--- config.mk ---
export PLATFORM = sky130hd
export DESIGN_NAME = sl3p_rx_link_mon_flat
export DESIGN_NICKNAME = d
export VERILOG_FILES = /design/src/rtl/sl3p_pkg.sv /design/src/rtl/sl3p_rx_link_mon_if.sv /design/src/rtl/sl3p_sat_cntr.sv /design/src/rtl/sl3p_rx_link_mon.sv /design/src/flat_wrapper.sv
export SDC_FILE = /design/constraint.sdc
export NUM_CORES = 1
export LEC_CHECK = 0
export CAP_MARGIN = 20
export CORE_MARGIN = 4
export CORE_UTILIZATION = 52
export DETAILED_ROUTE_END_ITERATION = 16
export PLACE_DENSITY = 0.95
export SETUP_SLACK_MARGIN = 0.2
export SYNTH_ARGS = -nofsm -noshare
export SYNTH_HDL_FRONTEND = slang
export SYNTH_HIERARCHICAL = 1
export SYNTH_SLANG_ARGS = --single-unit
export TNS_END_PERCENT = 30
--- constraint.sdc ---
create_clock -name clk -period 10 [get_ports clk]
set_clock_uncertainty 0.05 [all_clocks]
set_input_delay 2.5 -clock clk [delete_from_list [all_inputs] [get_ports clk]]
set_output_delay 2.5 -clock clk [all_outputs]
set_load 0.02 [all_outputs]
--- src/rtl/sl3p_pkg.sv ---
// Shared constants for the sl3p receive link: lane word width and link-state encoding.
package sl3p_pkg;

   localparam int WORD_W = 66;

   localparam logic [1:0] LS_DOWN  = 2'd0;
   localparam logic [1:0] LS_TRAIN = 2'd1;
   localparam logic [1:0] LS_UP    = 2'd2;

   typedef enum logic [1:0] {
      ST_DOWN  = LS_DOWN,
      ST_TRAIN = LS_TRAIN,
      ST_UP    = LS_UP
   } link_state_t;

endpackage

--- src/rtl/sl3p_rx_link_mon_if.sv ---
// RX lane stream from the SerDes receive path and the qualified stream toward the core.
// Handshake: din_valid qualifies din, din_fix and din_fail in the same cycle; there is no
// ready, the producer never stalls. dout_valid likewise qualifies dout with no backpressure.
// word_lock and deskew_locked are levels, sampled every cycle.
interface sl3p_rx_link_mon_if #(
   parameter int LANES = 2
);
   logic [LANES*sl3p_pkg::WORD_W-1:0] din;
   logic                              din_valid;
   logic [LANES-1:0]                  din_fix;
   logic [LANES-1:0]                  din_fail;
   logic [LANES-1:0]                  word_lock;
   logic                              deskew_locked;
   logic [LANES*sl3p_pkg::WORD_W-1:0] dout;
   logic                              dout_valid;

   modport slave (
      input  din, din_valid, din_fix, din_fail, word_lock, deskew_locked,
      output dout, dout_valid
   );

   modport master (
      output din, din_valid, din_fix, din_fail, word_lock, deskew_locked,
      input  dout, dout_valid
   );
endinterface

--- src/rtl/sl3p_sat_cntr.sv ---
// Saturating up-counter with synchronous clear that wins over an increment.
module sl3p_sat_cntr #(
   parameter int WIDTH = 32
) (
   input  logic             clk,
   input  logic             arst_n,
   input  logic             clr,
   input  logic             inc,
   output logic [WIDTH-1:0] count
);
   logic [WIDTH-1:0] r_count;

   // Count events, stick at all-ones, clear takes priority.
   always_ff @(posedge clk or negedge arst_n) begin
      if (!arst_n)                    r_count <= '0;
      else if (clr)                   r_count <= '0;
      else if (inc && (r_count != '1)) r_count <= r_count + WIDTH'(1);
   end

   assign count = r_count;
endmodule

--- src/rtl/sl3p_rx_link_mon.sv ---
// RX link qualification: DOWN/TRAIN/UP state machine, gated one-cycle datapath,
// per-lane ECC statistics and link-drop counter.
module sl3p_rx_link_mon
   import sl3p_pkg::*;
#(
   parameter int LANES       = 2,
   parameter int UP_WORDS    = 1024,
   parameter int WIN_BITS    = 16,
   parameter int FAIL_THRESH = 4,
   parameter int CNT_WIDTH   = 32
) (
   input  logic                       clk,
   input  logic                       arst_n,
   sl3p_rx_link_mon_if.slave          rx,
   input  logic                       clr_counters,
   output logic                       link_up,
   output logic [1:0]                 link_state,
   output logic [LANES*CNT_WIDTH-1:0] fix_cnt,
   output logic [LANES*CNT_WIDTH-1:0] fail_cnt,
   output logic [15:0]                drop_cnt
);
   localparam int TRAIN_W = $clog2(UP_WORDS + 1);
   localparam int FW      = WIN_BITS + 1;
   localparam logic [TRAIN_W-1:0] TRAIN_LAST = TRAIN_W'(UP_WORDS - 1);
   localparam logic [FW-1:0]      THRESH     = FW'(FAIL_THRESH);

   link_state_t                 r_state;
   logic                        r_link_up;
   logic [TRAIN_W-1:0]          r_train_cnt;
   logic [WIN_BITS-1:0]         r_win_cnt;
   logic [FW-1:0]               r_win_fail;
   logic [LANES*WORD_W-1:0]     r_dout;
   logic                        r_dout_valid;

   logic                        w_locked;
   logic                        w_any_fail;
   logic                        w_wrap;
   logic [FW-1:0]               w_fail_next;
   logic                        w_drop;

   assign w_locked    = (&rx.word_lock) & rx.deskew_locked;
   assign w_any_fail  = rx.din_valid & (|rx.din_fail);
   // The word that rolls the window counter over opens the next window.
   assign w_wrap      = rx.din_valid & (&r_win_cnt);
   assign w_fail_next = w_wrap ? {{(FW-1){1'b0}}, w_any_fail}
                               : r_win_fail + FW'(w_any_fail);
   // Lock loss and threshold in the same cycle are one drop.
   assign w_drop      = (r_state == ST_UP) & (~w_locked | (w_fail_next >= THRESH));

   // Link state machine with training and window error tracking.
   always_ff @(posedge clk or negedge arst_n) begin
      if (!arst_n) begin
         r_state     <= ST_DOWN;
         r_link_up   <= 1'b0;
         r_train_cnt <= '0;
         r_win_cnt   <= '0;
         r_win_fail  <= '0;
      end else begin
         case (r_state)
            ST_DOWN: begin
               r_train_cnt <= '0;
               if (w_locked) r_state <= ST_TRAIN;
            end
            ST_TRAIN: begin
               if (!w_locked) begin
                  r_state     <= ST_DOWN;
                  r_train_cnt <= '0;
               end else if (w_any_fail) begin
                  r_train_cnt <= '0;
               end else if (rx.din_valid) begin
                  if (r_train_cnt == TRAIN_LAST) begin
                     r_state     <= ST_UP;
                     r_link_up   <= 1'b1;
                     r_train_cnt <= '0;
                     r_win_cnt   <= '0;
                     r_win_fail  <= '0;
                  end else begin
                     r_train_cnt <= r_train_cnt + TRAIN_W'(1);
                  end
               end
            end
            ST_UP: begin
               if (w_drop) begin
                  r_state   <= ST_DOWN;
                  r_link_up <= 1'b0;
               end else if (rx.din_valid) begin
                  r_win_cnt  <= r_win_cnt + WIN_BITS'(1);
                  r_win_fail <= w_fail_next;
               end
            end
            default: begin
               r_state   <= ST_DOWN;
               r_link_up <= 1'b0;
            end
         endcase
      end
   end

   // One-cycle datapath; delivery is qualified by the state before this cycle's update.
   always_ff @(posedge clk or negedge arst_n) begin
      if (!arst_n) begin
         r_dout       <= '0;
         r_dout_valid <= 1'b0;
      end else begin
         r_dout       <= rx.din;
         r_dout_valid <= rx.din_valid & (r_state == ST_UP);
      end
   end

   assign rx.dout       = r_dout;
   assign rx.dout_valid = r_dout_valid;
   assign link_up       = r_link_up;
   assign link_state    = r_state;

   for (genvar i = 0; i < LANES; i++) begin : g_lane
      sl3p_sat_cntr #(.WIDTH(CNT_WIDTH)) u_fix (
         .clk    (clk),
         .arst_n (arst_n),
         .clr    (clr_counters),
         .inc    (rx.din_valid & rx.din_fix[i]),
         .count  (fix_cnt[i*CNT_WIDTH +: CNT_WIDTH])
      );
      sl3p_sat_cntr #(.WIDTH(CNT_WIDTH)) u_fail (
         .clk    (clk),
         .arst_n (arst_n),
         .clr    (clr_counters),
         .inc    (rx.din_valid & rx.din_fail[i]),
         .count  (fail_cnt[i*CNT_WIDTH +: CNT_WIDTH])
      );
   end

   sl3p_sat_cntr #(.WIDTH(16)) u_drop (
      .clk    (clk),
      .arst_n (arst_n),
      .clr    (clr_counters),
      .inc    (w_drop),
      .count  (drop_cnt)
   );
endmodule

--- src/flat_wrapper.sv ---
// flat-port wrapper written by rule: the top's interface ports become plain ports
module sl3p_rx_link_mon_flat import sl3p_pkg::*;
#(
   parameter int LANES       = 2,
   parameter int UP_WORDS    = 1024,
   parameter int WIN_BITS    = 16,
   parameter int FAIL_THRESH = 4,
   parameter int CNT_WIDTH   = 32
)
  (clk, arst_n, clr_counters, link_up, link_state, fix_cnt, fail_cnt, drop_cnt, rx_din, rx_din_valid, rx_din_fix, rx_din_fail, rx_word_lock, rx_deskew_locked, rx_dout, rx_dout_valid);
  sl3p_rx_link_mon_if #(.LANES(LANES)) rx_i ();
  input  logic clk;
  input  logic arst_n;
  input  logic clr_counters;
  output logic link_up;
  output logic [1:0] link_state;
  output logic [LANES*CNT_WIDTH-1:0] fix_cnt;
  output logic [LANES*CNT_WIDTH-1:0] fail_cnt;
  output logic [15:0] drop_cnt;
  input wire logic [$bits(rx_i.din)-1:0] rx_din;
  input wire logic [$bits(rx_i.din_valid)-1:0] rx_din_valid;
  input wire logic [$bits(rx_i.din_fix)-1:0] rx_din_fix;
  input wire logic [$bits(rx_i.din_fail)-1:0] rx_din_fail;
  input wire logic [$bits(rx_i.word_lock)-1:0] rx_word_lock;
  input wire logic [$bits(rx_i.deskew_locked)-1:0] rx_deskew_locked;
  output wire logic [$bits(rx_i.dout)-1:0] rx_dout;
  output wire logic [$bits(rx_i.dout_valid)-1:0] rx_dout_valid;
  assign rx_i.din = rx_din;
  assign rx_i.din_valid = rx_din_valid;
  assign rx_i.din_fix = rx_din_fix;
  assign rx_i.din_fail = rx_din_fail;
  assign rx_i.word_lock = rx_word_lock;
  assign rx_i.deskew_locked = rx_deskew_locked;
  assign rx_dout = rx_i.dout;
  assign rx_dout_valid = rx_i.dout_valid;
  sl3p_rx_link_mon #(.LANES(LANES), .UP_WORDS(UP_WORDS), .WIN_BITS(WIN_BITS), .FAIL_THRESH(FAIL_THRESH), .CNT_WIDTH(CNT_WIDTH)) u_core (.clk(clk), .arst_n(arst_n), .rx(rx_i), .clr_counters(clr_counters), .link_up(link_up), .link_state(link_state), .fix_cnt(fix_cnt), .fail_cnt(fail_cnt), .drop_cnt(drop_cnt));
endmodule
==> impl_metrics.yaml <==
layout:
  area_growth_pct: 39.9
  final_cell_mix: "clkdlybuf4s50_1, dfrtp_1, nor2_1"
  drive_above_1_share_pct: 7.88
  final_cells: 2138
  mostFrequentLayoutCell: "clkdlybuf4s50_1"
  final_nets: 1892
  utilization_pct: 74.4
worst_setup_path:
  path_buf_inv: 3
  arrival_ps: 6980
  worstSetupStartpointType: "primary input"
  path_cells: "clkdlybuf4s50_1 -> and2_1 -> nor2_1 -> inv_1 -> ha_1 -> nand4_1 -> or4_1 -> nand3_1 -> nor4b_4 -> buf_4 -> o21a_1 -> nor2_1 -> and4_2 -> nand4b_1 -> or4_1 -> a21oi_1"
  path_class: "primary input to flip-flop"
  critPathTopFamily: "simple AND/OR/NAND/NOR gates"
  cp_slowest_stage_delay_ps: 750
  crit_required_ps: 10370
  worstPathMaxFanout: 19
  worst_path_max_delay_cell: "clkdlybuf4s50_1"
  end_kind: "flip-flop"
die:
  start_util_pct: 53.2
  num_rows: 60
  fp.coreArea_sq_mm: 0.0271
  ios: 423
  die_w_um: 175
  dieHeight_um: 175
  dieArea_sq_mm: 0.0305
clock_tree:
  cts_buffer_depth: 3
  cts_resized: 0
  tritoncts: "done"
  cts_buffers: 35
  cts_hold_buf: 0
  insertion_delay_ps: 510
  root_buffer: "clkbuf_16"
  cts.clk_slew.worst_paths_ps: 60
  clock_sinks: 324
  post_cts.repair.setup_buffers: 0
  h-tree-depth: 2
timing:
  slew_violations: 0
  setup_tns_ps: 0
  fin_crit_ps: 6610
  holdWs_ps: 423
  max_slew_margin_pct: 32.7
  fmax_mhz: 151
  period_share_pct: 66.1
  setup_viol: 0
  finalHoldViolations: 0
  rsz0062_at_grt: "false"
  tightest_slew_ps: 1010
run_status:
  status: "finished clean"
pwr:
  cellPowerDensity_mw_per_mm2: 145
  power_uw: 2920
  p_leak_uw: 0.00827
  peakVddDrop_mv: 0.176
routing:
  antenna_left: 0
  drt_iter0_drc: 1306
  firstDrtPassIters: 6
  wirelength_mm: 45.6
  drc: 0
  wl_per_cell_um: 21.3
  vias: 12800
  viasPerCell: 5.98
synthesis:
  synth-async-reset-ratio_pct: 100
  seq_area_frac_synth_pct: 56.2
  synth_area_per_cell_sq_um: 10.9
  synth_ff_type: "dfrtp_1"
  synth_cell_types: 70
  yosys_warnings: 6
  synth_edf_count: 0
  syn_inst: 1320
  syn_area_sq_mm: 0.0144
  synth_seq_cells: 324
  synth_nets: 1472
run:
  cap_violations: 0
global_route:
  grt_pass1_wl_mm: 71.5
  grt_pass1_vias: 12800
  overflow: 0
  track_usage_pct: 28.9
  grt_max_degree: 180
  antenna_found_initial: 4
place:
  hpwl_mm: 32.2
  gp_congestion: 0.903
  dp.cells: 2075
  portBuffers: 422
min_path:
  hp-class: "flip-flop to flip-flop"
[worst reg2reg max path, stage by stage, from the launching register on]
cell and delay [ps]:
dfrtp_1 420, nand3_2 150, or3_1 420, or4_1 420, nand3_1 150, nor4b_4 60, buf_4 210, o21a_1 190
nor2_1 430, and4_2 380, nand4b_1 190, or4_1 430, a21oi_1 160
[per-stage QoR]
| stage | cell area, sq um | worst slack, ps |
|---|---|---|
| after floorplan | 14400 | 4090 |
| after global placement | 19000 | 3050 |
| after detailed placement | 19000 | 3000 |
| after CTS | 20200 | 3500 |
| after global routing | 20200 | 3200 |
| final | 20200 | 3390 |
[path summary, 6_finish.rpt]
| kind | slack (ps) | startpoint | cells past startpoint | endpoint |
|---|---|---|---|---|
| setup / recovery | 3390 | rx_din_valid | 16 | u_core/u_drop/count[13] |
| hold / removal | 420 | u_core/r_win_cnt[15] | 1 | u_core/r_win_cnt[15] |
| setup reg to reg | 6280 | u_core/r_win_fail[6] | 12 | u_core/u_drop/count[13] |
| hold reg to reg | 420 | u_core/r_win_cnt[15] | 1 | u_core/r_win_cnt[15] |
| max in group asynchronous | 6600 | arst_n | 2 | u_core/rx.dout[68] |
| min in group asynchronous | 1900 | arst_n | 1 | u_core/r_train_cnt[5] |
[cell families after synthesis]
family	after synthesis	share of synthesized area [%]
xor gates and xnor gates	54	3.28
DFF	324	56.2
adders and majority gates	9	0.781
and+or+nand+nor	574	23.0
AOI/OAI and AO/OA	232	10.9
muxes	45	3.43
buffers and inverters	82	2.42
[layer usage]
metal	up-vias	global-route usage, %	wire [um]
li1	5651	-	-
met3	130	7.83	3880
met5	-	0	32
met2	682	50.1	23200
met4	4	12.2	2150
met1	6326	34.0	16400
[cell type report]
class | instances | area [sq um]
fillers | 1659 | 6930
flip-flops and latches | 324 | 8110
clock buffers | 52 | 1040
well taps | 372 | 465
inverters | 34 | 128
clock inverters | 9 | 145
diodes | 2 | 5.00
multi-input cells | 914 | 5970
repair buffers | 431 | 4310
[synth_stat cells (5+ instances only)]
cell type  instances  area (sq um)
dfrtp_1          324          8110
nor2_1           131           492
a21oi_1           81           405
nand2_1           65           244
nand3_1           64           320
and3_1            55           344
o21ai_0           45           225
or3_1             38           238
xnor2_1           37           324
nand4_1           35           219
clkbuf_1          34           128
inv_1             34           128
nor3_1            29           145
nor2b_1           23           144
mux2i_1           22           220
nor4_1            22           138
and2_1            21           131
a211oi_1          19           143
mux2_2            19           214
o2111ai_1         17           149
xor2_1            17           149
o31ai_1           16           120
or4_1             15           113
nand2b_1          12          75.1
a21o_1            10          75.1
and4_1             9          78.8
ha_1               9           113
a31o_2             7          61.3
a31oi_1            7          43.8
nor4_2             7          87.6
buf_2              6          30.0
nand4b_1           6          52.6
buf_4              5          37.5
[state kept, by name, indices dropped and copies added (netlist names)]
name and flops:
u_core/rx.dout 132, u_core/g_lane.u_fail/count 64, u_core/g_lane.u_fix/count 64, u_core/r_win_fail 17, u_core/r_win_cnt 16, u_core/u_drop/count 16
u_core/r_train_cnt 11, u_core/link_state 2, u_core/link_up 1, u_core/rx.dout_valid 1
[where the power goes]
group	internal (uW)	switching, uW	leakage, uW
clock	823	520	0.000586
combinational	107	117	0.00348
sequential	1340	12.7	0.00421
total	2270	649	0.00827
Note: power is estimated with default switching activity, not from simulation.
